===== src/rtl/debug_frame_loader.sv =====
// Debug link receive path: decodes UART bytes into request selects and
// instruction-memory load bursts (big-endian word count, MSB-first data).
//
// state  | meaning
// IDLE   | waiting for a command byte
// CNT_HI | waiting for high byte of the load word count
// CNT_LO | waiting for low byte of the load word count
// DATA   | assembling data bytes into words and writing them out
module debug_frame_loader #(
  parameter int NB_BYTE        = 8,
  parameter int NB_WORD        = 32,
  parameter int NB_ADDR        = 10,
  parameter int NB_COUNT       = 16,
  parameter int NB_TIMEOUT     = 16,
  parameter int TIMEOUT_CYCLES = 50000
) (
  input  logic               i_clock,
  input  logic               i_reset,
  input  logic [NB_BYTE-1:0] i_rx_data,
  input  logic               i_rx_valid,
  output logic [5:0]         o_request_select,
  output logic               o_request_valid,
  output logic [NB_WORD-1:0] o_mem_data,
  output logic [NB_ADDR-1:0] o_mem_addr,
  output logic               o_mem_write,
  output logic               o_load_done,
  output logic               o_error
);

  localparam int BYTES_PER_WORD = NB_WORD / NB_BYTE;
  localparam int NB_IDX = (BYTES_PER_WORD > 1) ? $clog2(BYTES_PER_WORD) : 1;
  localparam logic [NB_IDX-1:0]     LAST_IDX = NB_IDX'(BYTES_PER_WORD - 1);
  localparam logic [NB_TIMEOUT-1:0] TO_LOAD  = NB_TIMEOUT'(TIMEOUT_CYCLES - 1);

  typedef enum logic [1:0] {IDLE, CNT_HI, CNT_LO, DATA} state_t;

  state_t                      state;
  logic [NB_IDX-1:0]           byte_idx;
  logic [NB_COUNT-1:0]         words_left;
  logic [NB_ADDR-1:0]          addr;
  logic [NB_TIMEOUT-1:0]       timer;
  logic [NB_BYTE-1:0]          cnt_hi;
  logic [NB_WORD-NB_BYTE-1:0]  partial;

  logic [1:0]          opcode;
  logic [NB_COUNT-1:0] count_next;
  logic [NB_WORD-1:0]  word_next;

  assign opcode     = i_rx_data[NB_BYTE-1 -: 2];
  assign count_next = NB_COUNT'({cnt_hi, i_rx_data});
  assign word_next  = {partial, i_rx_data};

  // timer is a down-counter reloaded on every accepted byte; reaching zero
  // with no byte in the same cycle is the inter-byte timeout
  always_ff @(posedge i_clock or negedge i_reset) begin
    if (!i_reset) begin
      state            <= IDLE;
      byte_idx         <= '0;
      words_left       <= '0;
      addr             <= '0;
      timer            <= '0;
      cnt_hi           <= '0;
      partial          <= '0;
      o_request_select <= '0;
      o_request_valid  <= 1'b0;
      o_mem_data       <= '0;
      o_mem_addr       <= '0;
      o_mem_write      <= 1'b0;
      o_load_done      <= 1'b0;
      o_error          <= 1'b0;
    end else begin
      o_request_valid <= 1'b0;
      o_mem_write     <= 1'b0;
      o_load_done     <= 1'b0;
      o_error         <= 1'b0;
      case (state)
        IDLE: begin
          if (i_rx_valid) begin
            case (opcode)
              2'b00: begin
                o_request_select <= i_rx_data[5:0];
                o_request_valid  <= 1'b1;
              end
              2'b01: begin
                state    <= CNT_HI;
                addr     <= '0;
                byte_idx <= '0;
                timer    <= TO_LOAD;
              end
              default: o_error <= 1'b1;
            endcase
          end
        end
        CNT_HI: begin
          if (i_rx_valid) begin
            cnt_hi <= i_rx_data;
            state  <= CNT_LO;
            timer  <= TO_LOAD;
          end else if (timer == '0) begin
            o_error <= 1'b1;
            state   <= IDLE;
          end else begin
            timer <= timer - 1'b1;
          end
        end
        CNT_LO: begin
          if (i_rx_valid) begin
            if (count_next == '0) begin
              o_load_done <= 1'b1;
              state       <= IDLE;
            end else begin
              words_left <= count_next;
              byte_idx   <= '0;
              timer      <= TO_LOAD;
              state      <= DATA;
            end
          end else if (timer == '0) begin
            o_error <= 1'b1;
            state   <= IDLE;
          end else begin
            timer <= timer - 1'b1;
          end
        end
        DATA: begin
          if (i_rx_valid) begin
            timer   <= TO_LOAD;
            partial <= word_next[NB_WORD-NB_BYTE-1:0];
            if (byte_idx == LAST_IDX) begin
              o_mem_write <= 1'b1;
              o_mem_data  <= word_next;
              o_mem_addr  <= addr;
              addr        <= addr + 1'b1;
              byte_idx    <= '0;
              if (words_left == NB_COUNT'(1)) begin
                o_load_done <= 1'b1;
                state       <= IDLE;
              end else begin
                words_left <= words_left - 1'b1;
              end
            end else begin
              byte_idx <= byte_idx + 1'b1;
            end
          end else if (timer == '0) begin
            o_error  <= 1'b1;
            byte_idx <= '0;
            state    <= IDLE;
          end else begin
            timer <= timer - 1'b1;
          end
        end
        default: state <= IDLE;
      endcase
    end
  end

endmodule


===== config.mk =====
export PLATFORM = sky130hd
export DESIGN_NAME = debug_frame_loader
export DESIGN_NICKNAME = d
export VERILOG_FILES = /design/src/rtl/debug_frame_loader.sv
export SDC_FILE = /design/constraint.sdc
export NUM_CORES = 1
export LEC_CHECK = 0
export CORE_MARGIN = 1
export CORE_UTILIZATION = 47
export CTS_BUF_LIST = sky130_fd_sc_hd__clkbuf_4 sky130_fd_sc_hd__clkbuf_8
export DETAILED_ROUTE_END_ITERATION = 6
export GPL_TIMING_DRIVEN = 0
export PLACE_DENSITY = 0.73
export SLEW_MARGIN = 0
export SYNTH_ARGS = -nofsm -noshare
export SYNTH_HDL_FRONTEND = slang
export SYNTH_SLANG_ARGS = --single-unit
export TNS_END_PERCENT = 30

===== constraint.sdc =====
create_clock -name i_clock -period 3.3 [get_ports i_clock]
set_clock_uncertainty 0.1 [all_clocks]
set_input_delay 0.66 -clock i_clock [delete_from_list [all_inputs] [get_ports i_clock]]
set_output_delay 0.66 -clock i_clock [all_outputs]
set_load 0.01 [all_outputs]

Word-level counts from Yosys, hierarchy flattened --
Index checks and enable logic that the tools add are counted. Widths: inputs -> output; s select.
Operators by class: $add $sub $neg 4, equality and inequality tests 17, muxes and demuxes 53, reduce and logical (&&, ||, !) cells 19
Operators by type and width (count):
- $mux 16 | 11
- $pmux 16 s3 | 1
- $mux 10 | 4
- $logic_not 16->1 | 2
- $mux 2 | 16
- $pmux 16 s2 | 1
- $sub 16x1->16 const B | 2
- $pmux 10 s2 | 1
- $eq 16x1->1 const B | 1
- $mux 1 | 15
- $ne 2x2->1 const B | 6
- $ne 3x3->1 const B | 4
- $reduce_and 6->1 | 2
- $add 10x1->10 const B | 1
- $reduce_and 3->1 | 3
- $pmux 2 s4 | 1
- $eq 2x2->1 const B | 3
- $pmux 2 s3 | 1
- $reduce_and 5->1 | 1
- $eq 2x1->1 const B | 2
- $logic_not 2->1 | 2
- $pmux 1 s2 | 2
- $reduce_and 2->1 | 2
- $reduce_and 4->1 | 1
- other kinds (6) | 8
Word-level totals: bits in registers 130, bits of input ports 11, output and inout port bits 52

Longest topological paths before layout --
depth after elaboration 5, gate-level depth with buffers 8

Worst setup path before layout --
Ideal clock, no wire load.
kind input-to-reg, start input port i_rx_data[6], end register timer[3], setup time 0.136 ns, arrival time 2.131 ns, required time 3.064 ns, path slack 0.933 ns, stages 6, path through clkbuf_1 > nor4_1 > and4_1 > a22o_1 > nor3_1 > or3b_2
Between the ends: longest elaborated chain between the ends 3, elaborated cells on any way between the ends 5, those cells by class eq/ne (3); reduce/logical (2)
Ends and longest elaborated chain:
- from (decl) | line 19 | input logic [NB_BYTE-1:0] i_rx_data,
- $logic_not 16->1 / $eq 2x1->1 (equally long branches) | line 108, 79
- $ne 3x3->1 (no line) / $ne 2x1->1 (equally long branches)
- $reduce_and 3->1 (no line) *
- to (signal assigned) | line 103 | timer <= timer - 1'b1;
- to (signal assigned) | line 121 | timer <= timer - 1'b1;
- to (signal assigned) | line 148 | timer <= timer - 1'b1;
- to (decl) | line 41 | logic [NB_TIMEOUT-1:0] timer;
Mark *: on every way between the ends. The rest lies on a longest branch, timed or not. A chain may end at the register's enable or synchronous reset.

Worst setup path in the final report --
start input port i_rx_valid, end register o_mem_data[29]
Between the ends: longest elaborated chain between the ends 1
Ends and longest elaborated chain:
- from (decl) | line 20 | input logic i_rx_valid,
- $reduce_and 3->1 (no line)
- to (signal assigned) | line 130 | o_mem_data <= word_next;
- to (decl) | line 23 | output logic [NB_WORD-1:0] o_mem_data,
No other way between the ends.

==> load_flow_metrics.sql <==
INSERT INTO impl_metrics (metric_group, metric, value, unit) VALUES
('clock_network', 'tritoncts', 'yes', ''),
('critical_path', 'required', '3.58', 'ns'),
('layout', 'layout.cells.most_common', 'sky130_fd_sc_hd__nand2_1', ''),
('floorplan', 'die-area', '0.0129', 'mm2'),
('drt', 'vias', '4792', ''),
('synthesis', 'netlist-cell-type-count', '50', ''),
('critical_path', 'timing.critical_path.arrival', '3.21', 'ns'),
('drt', 'drt-initial-drc-count', '459', ''),
('synthesis', 'synth-warning-count', '0', ''),
('drt', 'firstDrtPassIters', '5', ''),
('synthesis', 'synth_enable_flop_cells', '0', ''),
('critical_path', 'critical_path_peak_fanout', '10', ''),
('floorplan', 'standard_cell_row_count', '40', ''),
('floorplan', 'initial_core_util', '48.6', '%'),
('floorplan', 'area_inside_the_core_boundary', '0.0121', 'mm2'),
('clock_network', 'cts_sink_count', '130', ''),
('grt', 'grt.total_usage', '23.4', '%'),
('drt', 'drc', '0', ''),
('sta', 'worst_slew_margin_rel', '24.0', '%'),
('placement', 'preCtsSetupSlack', '-0.239', 'ns'),
('sta', 'slew_viol_final', '0', ''),
('grt', 'global_route.overflow_total', '0', ''),
('critical_path', 'critPathLaunchType', 'input port', ''),
('synthesis', 'syn-cell-area', '0.00586', 'mm2'),
('grt', 'grt_start_max_net_pins', '102', ''),
('layout', 'proportion_of_layout_cells_with_a_drive_suffix_above_1', '12.3', '%'),
('grt', 'grt_pass1_wl', '23400', 'um'),
('synthesis', 'yosys.area_share.adder', '1.07', '%'),
('synthesis', 'synth-main-ff-cell', 'sky130_fd_sc_hd__dfrtp_1', ''),
('layout', 'layout.nets', '693', ''),
('synthesis', 'synth_simple_gate_area_share', '20.8', '%'),
('clock_network', 'cts.htree.levels', '4', ''),
('power', 'total_power', '5.49', 'mW'),
('sta', 'final_min_period_over_clock_period', '88.8', '%'),
('synthesis', 'yosysTopAreaCell', 'sky130_fd_sc_hd__dfrtp_1', ''),
('clock_network', 'cts_max_path_buffers', '2', ''),
('clock_network', 'number_of_buffers_created_by_cts', '17', ''),
('synthesis', 'synthXorXnorAreaFrac', '0.448', '%'),
('power', 'power_density', '765', 'mW/mm2'),
('drt', 'route.final.wire_length', '13700', 'um'),
('synthesis', 'synth_sequential_area_ratio', '55.5', '%'),
('placement', 'port_buffers', '61', ''),
('sta', 'timing_hold_violations_final', '0', ''),
('worst_hold_path', 'min_path_type', 'reg2reg', ''),
('clock_network', 'clk_latency_worst_skew_pair', '0.45', 'ns'),
('sta', 'timing.final.crit_period', '2.93', 'ns'),
('synthesis', 'synthesis.instances', '595', ''),
('sta', 'worst_slew_pin_slew', '1.13', 'ns'),
('flow_run', 'maxCapViolations', '0', ''),
('grt', 'vias_in_the_first_global_route', '4735', ''),
('placement', 'place_area', '0.00671', 'mm2'),
('critical_path', 'setup.worst_path.end_class', 'flip-flop', ''),
('layout', 'postLayoutCellArea', '0.00717', 'mm2'),
('floorplan', 'die_w', '114', 'um'),
('synthesis', 'synthDominantCellAreaShare', '55.5', '%'),
('floorplan', 'ios', '63', ''),
('sta', 'timing.hold.ws', '0.367', 'ns'),
('clock_network', 'clkSlewWorstSetupHoldPaths', '0.07', 'ns'),
('synthesis', 'synth_compound_gate_area_share', '12.4', '%'),
('layout', 'antenna_cells_inserted', '0', ''),
('sta', 'worst_slack', '0.368', 'ns'),
('sta', 'setup_viol', '0', ''),
('sta', 'max_freq', '341', 'MHz'),
('synthesis', 'postSynthNetCount', '611', ''),
('layout', 'fin_util', '59.4', '%'),
('drt', 'post_drt_via_cell_ratio', '5.59', ''),
('grt', 'grt_antenna_before_repair', '0', ''),
('drt', 'wire_per_inst', '16.0', 'um'),
('run_status', 'result_of_the_run', 'completed', ''),
('layout', 'syn2layout_area_growth', '22.3', '%'),
('power', 'leakage_power_of_the_design', '3.15', 'nW');
## cells in the mapped netlist, types with 3 or more instances
library cell,n
sky130_fd_sc_hd__a21oi_1,22
sky130_fd_sc_hd__or2_2,4
sky130_fd_sc_hd__nand3_1,8
sky130_fd_sc_hd__clkbuf_1,24
sky130_fd_sc_hd__buf_1,6
sky130_fd_sc_hd__a32o_1,3
sky130_fd_sc_hd__nand2_1,148
sky130_fd_sc_hd__dfrtp_1,130
sky130_fd_sc_hd__o22a_1,13
sky130_fd_sc_hd__nor2_1,44
sky130_fd_sc_hd__nor3_1,11
sky130_fd_sc_hd__or3b_2,3
sky130_fd_sc_hd__nor4_1,13
sky130_fd_sc_hd__nor4b_1,3
sky130_fd_sc_hd__nand4_1,3
sky130_fd_sc_hd__mux2_2,37
sky130_fd_sc_hd__o21ai_0,32
sky130_fd_sc_hd__a31oi_1,12
sky130_fd_sc_hd__inv_1,9
sky130_fd_sc_hd__o31ai_1,6
sky130_fd_sc_hd__or4_1,4
sky130_fd_sc_hd__xnor2_1,3
sky130_fd_sc_hd__or3_1,6
sky130_fd_sc_hd__a22oi_1,3
sky130_fd_sc_hd__ha_1,5
sky130_fd_sc_hd__nor3b_1,3
sky130_fd_sc_hd__and3_1,6
## state kept, by name, indices dropped and copies added (netlist names)
name	count
o_request_select	6
timer	16
state	2
o_mem_data	32
o_request_valid	1
addr	10
o_error	1
cnt_hi	8
o_load_done	1
o_mem_addr	10
partial	24
words_left	16
o_mem_write	1
byte_idx	2
## cell type report
cell class                      count  area, um2
Fill cell                        1016       4890
Sequential cell                   130       3250
Multi-Input combinational cell    426       2460
Timing Repair Buffer               63        649
Clock buffer                       22        290
Tap cell                          168        210
Clock inverter                      9        154
Buffer                             30        115
Inverter                            9       33.8
## logic make-up after synthesis
group / Yosys count
multiplexers: 38
adder cells (fa/ha/maj): 5
buffers and inverters: 39
XOR/XNOR: 3
AND/OR/NAND/NOR: 268
flip-flops: 130
AO/OA/AOI/OAI: 112
## critical path: stages
cell                              delay [ns]
sky130_fd_sc_hd__clkdlybuf4s50_1        0.57
sky130_fd_sc_hd__and3_1                 0.19
sky130_fd_sc_hd__clkbuf_1               0.39
sky130_fd_sc_hd__nand2_2                0.27
sky130_fd_sc_hd__inv_1                  0.15
sky130_fd_sc_hd__clkbuf_1               0.39
sky130_fd_sc_hd__buf_1                  0.40
sky130_fd_sc_hd__nand2_1                0.11
sky130_fd_sc_hd__nand2_1                0.07
## what timing repair did
action,in CTS,in global routing
endpoints found under the setup margin,0,37
hold endpoints to repair,29,0
buffers inserted,0,0
resized for setup,0,3
hold buffers,1,0
## path summary, 6_finish.rpt
check / cells past startpoint / startpoint / end / slack (ns)
worst max-delay path: 9 / i_rx_valid / o_mem_data[29] / 0.37
worst min-delay path: 2 / partial[18] / o_mem_data[26] / 0.37
worst max register to register: 7 / timer[0] / timer[15] / 0.48
worst min register to register: 2 / partial[18] / o_mem_data[26] / 0.37
max in group asynchronous: 3 / i_reset / words_left[10] / 1.75
min in group asynchronous: 2 / i_reset / addr[8] / 0.55
## power breakdown
group	total (mW)	leakage [nW]	switching [mW]	internal (mW)
registers	2.42	1.65	0.370	2.05
logic	1.57	1.28	0.787	0.778
clock network	1.50	0.222	0.604	0.895
## layer usage
layer  part of all wire (%)  global-route usage, %
met5                      0                      0
met4                    2.8                   11.1
met2                     48                   37.1
met3                    4.7                   4.89
met1                     44                   30.9
## per-stage QoR
| stage | TNS (ns) | std cells |
|---|---|---|
| 4_1_cts | 0 | 857 |
| 3_5_place_dp | -10.17 | 825 |
| 3_3_place_gp | -459.23 | 824 |
| 2_1_floorplan | 0 | 595 |
| 6_report | 0 | 857 |
| 5_1_grt | 0 | 857 |
Power figures use the tool's default switching activity.
